## config.mk

```make
export PLATFORM = sky130hd
export DESIGN_NAME = tristate_bus_arbiter
export DESIGN_NICKNAME = d
export VERILOG_FILES = /design/src/rtl/tristate_bus_arbiter.sv
export SDC_FILE = /design/constraint.sdc
export NUM_CORES = 1
export LEC_CHECK = 0
export CAP_MARGIN = 20
export CORE_MARGIN = 5
export CORE_UTILIZATION = 45
export CTS_CLUSTER_DIAMETER = 200
export DETAILED_ROUTE_END_ITERATION = 12
export PLACE_DENSITY = 0.74
export SLEW_MARGIN = 15
export SYNTH_ARGS = -nofsm -noshare
export SYNTH_HDL_FRONTEND = slang
export SYNTH_SLANG_ARGS = --single-unit
```

## constraint.sdc

```tcl
create_clock -name clk -period 1.5 [get_ports clk]
set_input_delay 0.15 -clock clk [delete_from_list [all_inputs] [get_ports clk]]
set_output_delay 0.15 -clock clk [all_outputs]
set_load 0.01 [all_outputs]
```

## src/rtl/tristate_bus_arbiter.sv

```systemverilog
// tristate_bus_arbiter: round-robin owner select for shared tri-state drivers,
// with a hold limit and a guaranteed all-disabled gap between owners.
module tristate_bus_arbiter #(
  parameter int N_REQ = 4,
  parameter int MAX_HOLD = 8,
  parameter int TURN_CYC = 1,
  localparam int IDX_W = $clog2(N_REQ)
) (
  input  logic             clk,
  input  logic             rst_n,
  input  logic [N_REQ-1:0] req,
  output logic [N_REQ-1:0] grant,
  output logic [N_REQ-1:0] drv_en,
  output logic [IDX_W-1:0] owner_idx,
  output logic             bus_idle,
  output logic             preempt
);
  localparam int HW = $clog2(MAX_HOLD + 1);
  localparam int TW = $clog2(TURN_CYC + 1);
  typedef enum logic [1:0] {IDLE, OWN, TURN} state_t;
  state_t r_state, w_state;
  logic [N_REQ-1:0] r_grant, w_grant;
  logic [IDX_W-1:0] r_idx, w_idx, r_last, w_last, w_pick, w_c;
  logic [HW-1:0] r_hold, w_hold;
  logic [TW-1:0] r_turn, w_turn;
  logic r_idle, r_pre, w_pre, w_any, w_sel;
  // Scan nearest-first from r_last+1; descending loop so the closest requester wins.
  always_comb begin
    w_pick = '0;
    w_any = 1'b0;
    w_c = '0;
    for (int i = N_REQ; i >= 1; i--) begin
      w_c = IDX_W'((int'(r_last) + i) % N_REQ);
      if (req[w_c]) begin
        w_any = 1'b1;
        w_pick = w_c;
      end
    end
  end
  always_comb begin
    w_state = r_state;
    w_grant = r_grant;
    w_idx = r_idx;
    w_last = r_last;
    w_hold = r_hold;
    w_turn = r_turn;
    w_pre = 1'b0;
    case (r_state)
      OWN:
        if (!req[r_idx] || r_hold == HW'(MAX_HOLD - 1)) begin
          w_state = TURN;
          w_grant = '0;
          w_last = r_idx;
          w_turn = '0;
          w_pre = req[r_idx];
        end else w_hold = r_hold + 1'b1;
      TURN: w_turn = r_turn + 1'b1;
      default: ;
    endcase
    w_sel = r_state == IDLE || (r_state == TURN && r_turn == TW'(TURN_CYC - 1));
    if (w_sel && w_any) begin
      w_state = OWN;
      w_grant = N_REQ'(1) << w_pick;
      w_idx = w_pick;
      w_hold = '0;
    end else if (w_sel) w_state = IDLE;
  end
  always_ff @(posedge clk or negedge rst_n) begin
    if (!rst_n) begin
      r_state <= IDLE;
      r_grant <= '0;
      r_idx <= '0;
      r_last <= IDX_W'(N_REQ - 1);
      r_hold <= '0;
      r_turn <= '0;
      r_idle <= 1'b1;
      r_pre <= 1'b0;
    end else begin
      r_state <= w_state;
      r_grant <= w_grant;
      r_idx <= w_idx;
      r_last <= w_last;
      r_hold <= w_hold;
      r_turn <= w_turn;
      r_idle <= ~|w_grant;
      r_pre <= w_pre;
    end
  end
  assign grant = r_grant;
  assign drv_en = r_grant;
  assign owner_idx = r_idx;
  assign bus_idle = r_idle;
  assign preempt = r_pre;
endmodule
```

### Yosys cells after proc, flatten, opt, wreduce, memory -nomap -nowiden

Cells that the tools add are included.

| operators by class | value |
|---|---|
| $add $sub $neg | 6 |
| magnitude comparators | 5 |
| equal/unequal tests | 5 |
| shift-type cells | 1 |
| mux-type cells | 32 |
| bitwise operators | 1 |
| reduce and logical (&&, ||, !) cells | 16 |

Operator list:

| cell | count |
|---|---|
| 4-bit 2-to-1 mux | 6 |
| 2-bit 2-to-1 mux | 8 |
| 2-bit by 3-bit less-than comparator with 1-bit output (second input constant) | 5 |
| 1-bit 2-to-1 mux | 12 |
| 1-bit binary-select mux with 2-bit select | 5 |
| 2-bit AND reduction | 4 |
| 3-bit nonzero test | 2 |
| 2-bit by 1-bit adder with 2-bit output (second input constant) | 2 |
| 2-bit adder (second input constant) | 2 |
| 4-bit by 1-bit adder with 4-bit output (second input constant) | 1 |
| 4-bit by 3-bit equality test with 1-bit output (second input constant) | 1 |
| 2-bit nonzero test | 2 |
| 4-bit OR reduction | 1 |
| 1-bit by 2-bit left shift with 4-bit output (first input constant) | 1 |
| 2-bit by 1-bit equality test with 1-bit output (second input constant) | 1 |
| 2-bit equality test (second input constant) | 1 |
| 1-bit logical AND | 2 |
| 1-bit zero test | 2 |
| 2-bit zero test | 1 |
| 1-bit logical OR | 2 |
| 2-bit by 1-bit != test with 1-bit output (second input constant) | 1 |
| 2-bit != test (second input constant) | 1 |
| 1-bit one-hot mux with 2 select lines | 1 |
| 1-bit adder (second input constant) | 1 |
| 1-bit inverter | 1 |

| storage, ports and cells | value |
|---|---|
| register bits after elaboration | 17 |
| bits of input ports | 6 |
| output and inout port bits | 12 |
| logic and storage cells | 74 |

### Logic depth before layout (Yosys ltp)

| logic depth | value |
|---|---|
| depth after elaboration | 11 |
| mapped depth | 6 |
| gate-level depth less buffers | 5 |

### Worst setup path before layout

OpenSTA, ideal clock, no wires.

| timing | value |
|---|---|
| path type | flip-flop to flip-flop |
| start point | register r_idx[0] (netlist: owner_idx[0]) |
| end point | register r_grant[1] (netlist: drv_en[1]) |
| library setup time | 137 ps |
| arrival | 1,438 ps |
| data required time | 1,363 ps |
| path slack | -75 ps |
| cell stages (with the launch flop) | 6 |
| period minus slack after synthesis | 1,575 ps |
| cell sequence | dfrtp_1 -> mux4_2 -> a21o_1 -> buf_6 -> nand3_2 -> o31ai_1 |

| between the ends | value |
|---|---|
| word-level cells in the longest chain between the ends | 7 |

Ends and longest elaborated chain:

| item | RTL line | RTL |
|---|---|---|
| start, declared | 23 | `logic [IDX_W-1:0] r_idx, w_idx, r_last, w_last, w_pick, w_c;` |
| start signal, assigned | 81 | `r_idx <= w_idx;` |
| 1-bit binary-select mux with 2-bit select | 50 | `if (!req[r_idx] \|\| r_hold == HW'(MAX_HOLD - 1)) begin` |
| 1-bit 2-to-1 mux (implied by the code) | 50 |  |
| 1-bit zero test | 50 |  |
| 1-bit logical OR | 50 |  |
| 4-bit 2-to-1 mux | 50 |  |
| 4-bit 2-to-1 mux | 48 | `case (r_state)` |
| 4-bit 2-to-1 mux | 61 | `if (w_sel && w_any) begin` |
| via w_grant[1] | 22 | `logic [N_REQ-1:0] r_grant, w_grant;` |
| end signal, assigned | 80 | `r_grant <= w_grant;` |
| end, declared | 22 |  |

The timed path passes the listed nets, and every way through them passes these cells. The select of a mux whose other input is x is not followed.
A chain may end at the register's enable or synchronous reset.

### Final worst setup path

| timing | value |
|---|---|
| start point | register r_idx[0] (netlist: owner_idx[0]) |
| end point | register r_hold[2] |

| between the ends | value |
|---|---|
| word-level cells in the longest chain between the ends | 6 |

Ends and longest elaborated chain:

| item | RTL line | RTL |
|---|---|---|
| 1-bit binary-select mux with 2-bit select | 50 |  |
| 1-bit 2-to-1 mux (implied by the code) | 50 |  |
| 1-bit zero test | 50 |  |
| 1-bit logical OR | 50 |  |
| 2-bit by 1-bit != test with 1-bit output (no source line) | -- |  |
| 2-bit AND reduction (no source line) | -- |  |
| end signal, assigned | 83 | `r_hold <= w_hold;` |
| end, declared | 24 | `logic [HW-1:0] r_hold, w_hold;` |

No other way between the ends. The select of a mux whose other input is x is not followed.

==> impl_metrics.tcl <==
set metrics [dict create \
    grt_use_total_pct 16.3 \
    grt_antenna_before_repair 0 \
    p_total_mw 2.40 \
    min_period_ns 1.51 \
    die_h_um 55.1 \
    setup_ws_ns -0.0121 \
    cts_inserted_buffers 3 \
    syn-num-nets 98 \
    synthTopCellsByCount "dfrtp_1 (14), nand2_1 (13), nor2_1 (7)" \
    synthMostInstantiatedCell "dfrtp_1" \
    clockRootBuffer "clkbuf_4" \
    drive_gt1_share_pct 29.8 \
    drtIter0Drc 10 \
    synth_top_area_share_pct 38.4 \
    htreeDepth 1 \
    via_count 769 \
    p_leak_nw 0.559 \
    io_buffers 17 \
    grt_max_degree 18 \
    worstSetupPathType "flop to flop" \
    synth_cell_type_count 34 \
    async_flop_share_pct 100 \
    syn_inst 91 \
    die_width_um 55.1 \
    timing.final.crit_share_pct 101 \
    tightest_slew_ns 0.386 \
    hpwlAfterDp_um 1560 \
    synthTopCellsByArea "dfrtp_1 (38%), dfstp_2 (8.6%), nand3_2 (5.5%), nand2_1 (5.3%), buf_4 (3.3%)" \
    drt-total-wl_um 2060 \
    regArea_um2 429 \
    antenna_cells 0 \
    slew_viol_final 0 \
    initial_core_util_pct 47.0 \
    grt_pass1_wl_um 3420 \
    violations "setup timing" \
    drv_cap 0 \
    max_freq_mhz 661 \
    r2r_cells 5 \
    vias_per_cell 5.20 \
    final_hold_viol_count 0 \
    peakVddDrop_v 0.00105 \
    reg2reg_slack_ns -0.01 \
    synth_ff_type "dfrtp_1" \
    cp-end-kind "flop" \
    synth-seq-area-share_pct 47.0 \
    drc_errors 0 \
    n_fill_cell 171 \
    syn_area_per_cell_um2 10.0 \
    io_pins 18 \
    synth-edff-count 0 \
    required_ns 1.69 \
    gp_congestion 0.784 \
    slowest_stage "mux4_2" \
    drtAntennaViolNets 0 \
    grt-ovfl-total 0 \
    hold_buffers 0 \
    synth_area_um2 913 \
    die-area_um2 3030 \
    clockBufferDepth 2 \
    status "finished, violations left" \
    post_drt_wl_per_cell_um 13.9 \
    cts_tree "done" \
    clkTransAtPathRegs_ns 0.10 \
    first_pass_iters 5 \
    arrival_ns 1.71 \
    cp-start-kind "flop" \
    reg2reg_from "owner_idx[0]$_DFFE_PN0N_" \
    multiInputGateArea_um2 453 \
    power_density_nw_per_um2 1920 \
    crit_path_max_incr_delay_ns 0.58 \
    setup_viol 1 \
    core_um2 1940 \
    worst-path-max-fanout 4 \
    synth_seq_cells 17 \
    nets 129 \
    crit_chain "mux4_2 > buf_6 > nand4_1 > xor2_1 > nor2_1" \
    yosysWarnings 0 \
    area_growth_pct 36.8 \
    clk-insertion-delay-late_ns 0.30 \
    maxSlewHeadroom_pct 74.2 \
    grt_pass1_vias 791 \
    yosys.area.top_type "dfrtp_1" \
    clkSinkCount 17 \
    fin_worst_skew_ns 0.00245 \
    place_ws_ns -0.267 \
    hold_path_class "input pin to asynchronous set/reset pin" \
    rows 16 \
    r2r_end "r_hold[2]$_DFFE_PN0P_" \
    cp-startpoint "owner_idx[0]$_DFFE_PN0N_" \
    rsz0062_at_grt "true" \
]
cell type report:
type                            instances  area share, %
Clock inverter                          1          0.400
Inverter                                2          0.601
Sequential cell                        17           34.3
Multi-Input combinational cell         66           36.2
Tap cell                               27           2.70
Timing Repair Buffer                   32           23.9
Clock buffer                            3           1.80
worst max path at each step:
stage | slack, ns | endpoint
after detailed placement | -0.27 | drv_en[1]$_DFF_PN0_
after floorplan | -0.06 | drv_en[1]$_DFF_PN0_
final | -0.01 | r_hold[2]$_DFFE_PN0P_
after CTS | -0.02 | drv_en[1]$_DFF_PN0_
after global routing | -0.08 | r_hold[2]$_DFFE_PN0P_
after global placement | -0.23 | drv_en[1]$_DFF_PN0_
critical path, delay by kind of cell, from the launching register on:
family                 cells  cell delay (ns)
XOR/XNOR                   1             0.18
buffers and inverters      1             0.15
flip-flops                 1             0.39
multiplexers               1             0.58
AND/OR/NAND/NOR            2             0.12
registers in the layout (all words and copies together) (netlist names):
name	count
bus_idle	1
owner_idx	2
r_turn	1
preempt	1
r_last	2
r_state	2
drv_en	4
r_hold	4
metrics by stage:
step	hold slack [ns]	instance area [µm²]	util, %	instances	setup TNS, ns
final	0.164	1250	64.4	148	-0.0121
after global routing	0.170	1250	64.4	148	-0.429
after CTS	0.161	1220	62.9	148	-0.0770
after detailed placement	0.465	1170	60.4	142	-2.81
after global placement	0.463	1170	60.4	142	-2.21
after floorplan	-0.146	913	-	91	-0.256
metal layers:
layer	up-vias	track usage, %	wire, µm
met4	0	8.50	40
li1	386	-	-
met1	361	19.0	893
met5	-	0	0
met2	17	28.1	1040
met3	5	2.95	80
cell families (layout without fill, tap and decap cells):
group,count (synthesis),in the layout,synth area share (%)
simple gates,42,42,25.1
mux,1,1,2.47
buf+inv,8,38,6.85
flops,17,17,47.0
fa+ha+maj,1,1,1.37
compound gates,21,21,16.3
xor+xnor,1,1,0.959
placed cells by master, fill, tap and decap left out, types with 3 or more instances in the layout:
master	instances
dfrtp_1	14
clkdlybuf4s50_1	14
nand2_1	13
buf_4	13
nor2_1	7
nand3_2	6
o21ai_0	5
nand2b_1	4
nand3_1	4
dfstp_2	3
clkbuf_4	3
timing repair:
action / in CTS / in global routing
buffers inserted: 2 / 0
pin swaps: 3 / 8
setup endpoints to repair: 11 / 14
gates resized for setup: 5 / 6
power by group:
part | total [mW] | switching [mW] | internal, mW
Combinational | 1.30 | 0.619 | 0.686
Sequential | 0.851 | 0.189 | 0.662
Clock | 0.249 | 0.150 | 0.0994
No activity file was read; power rests on OpenSTA's default activity.
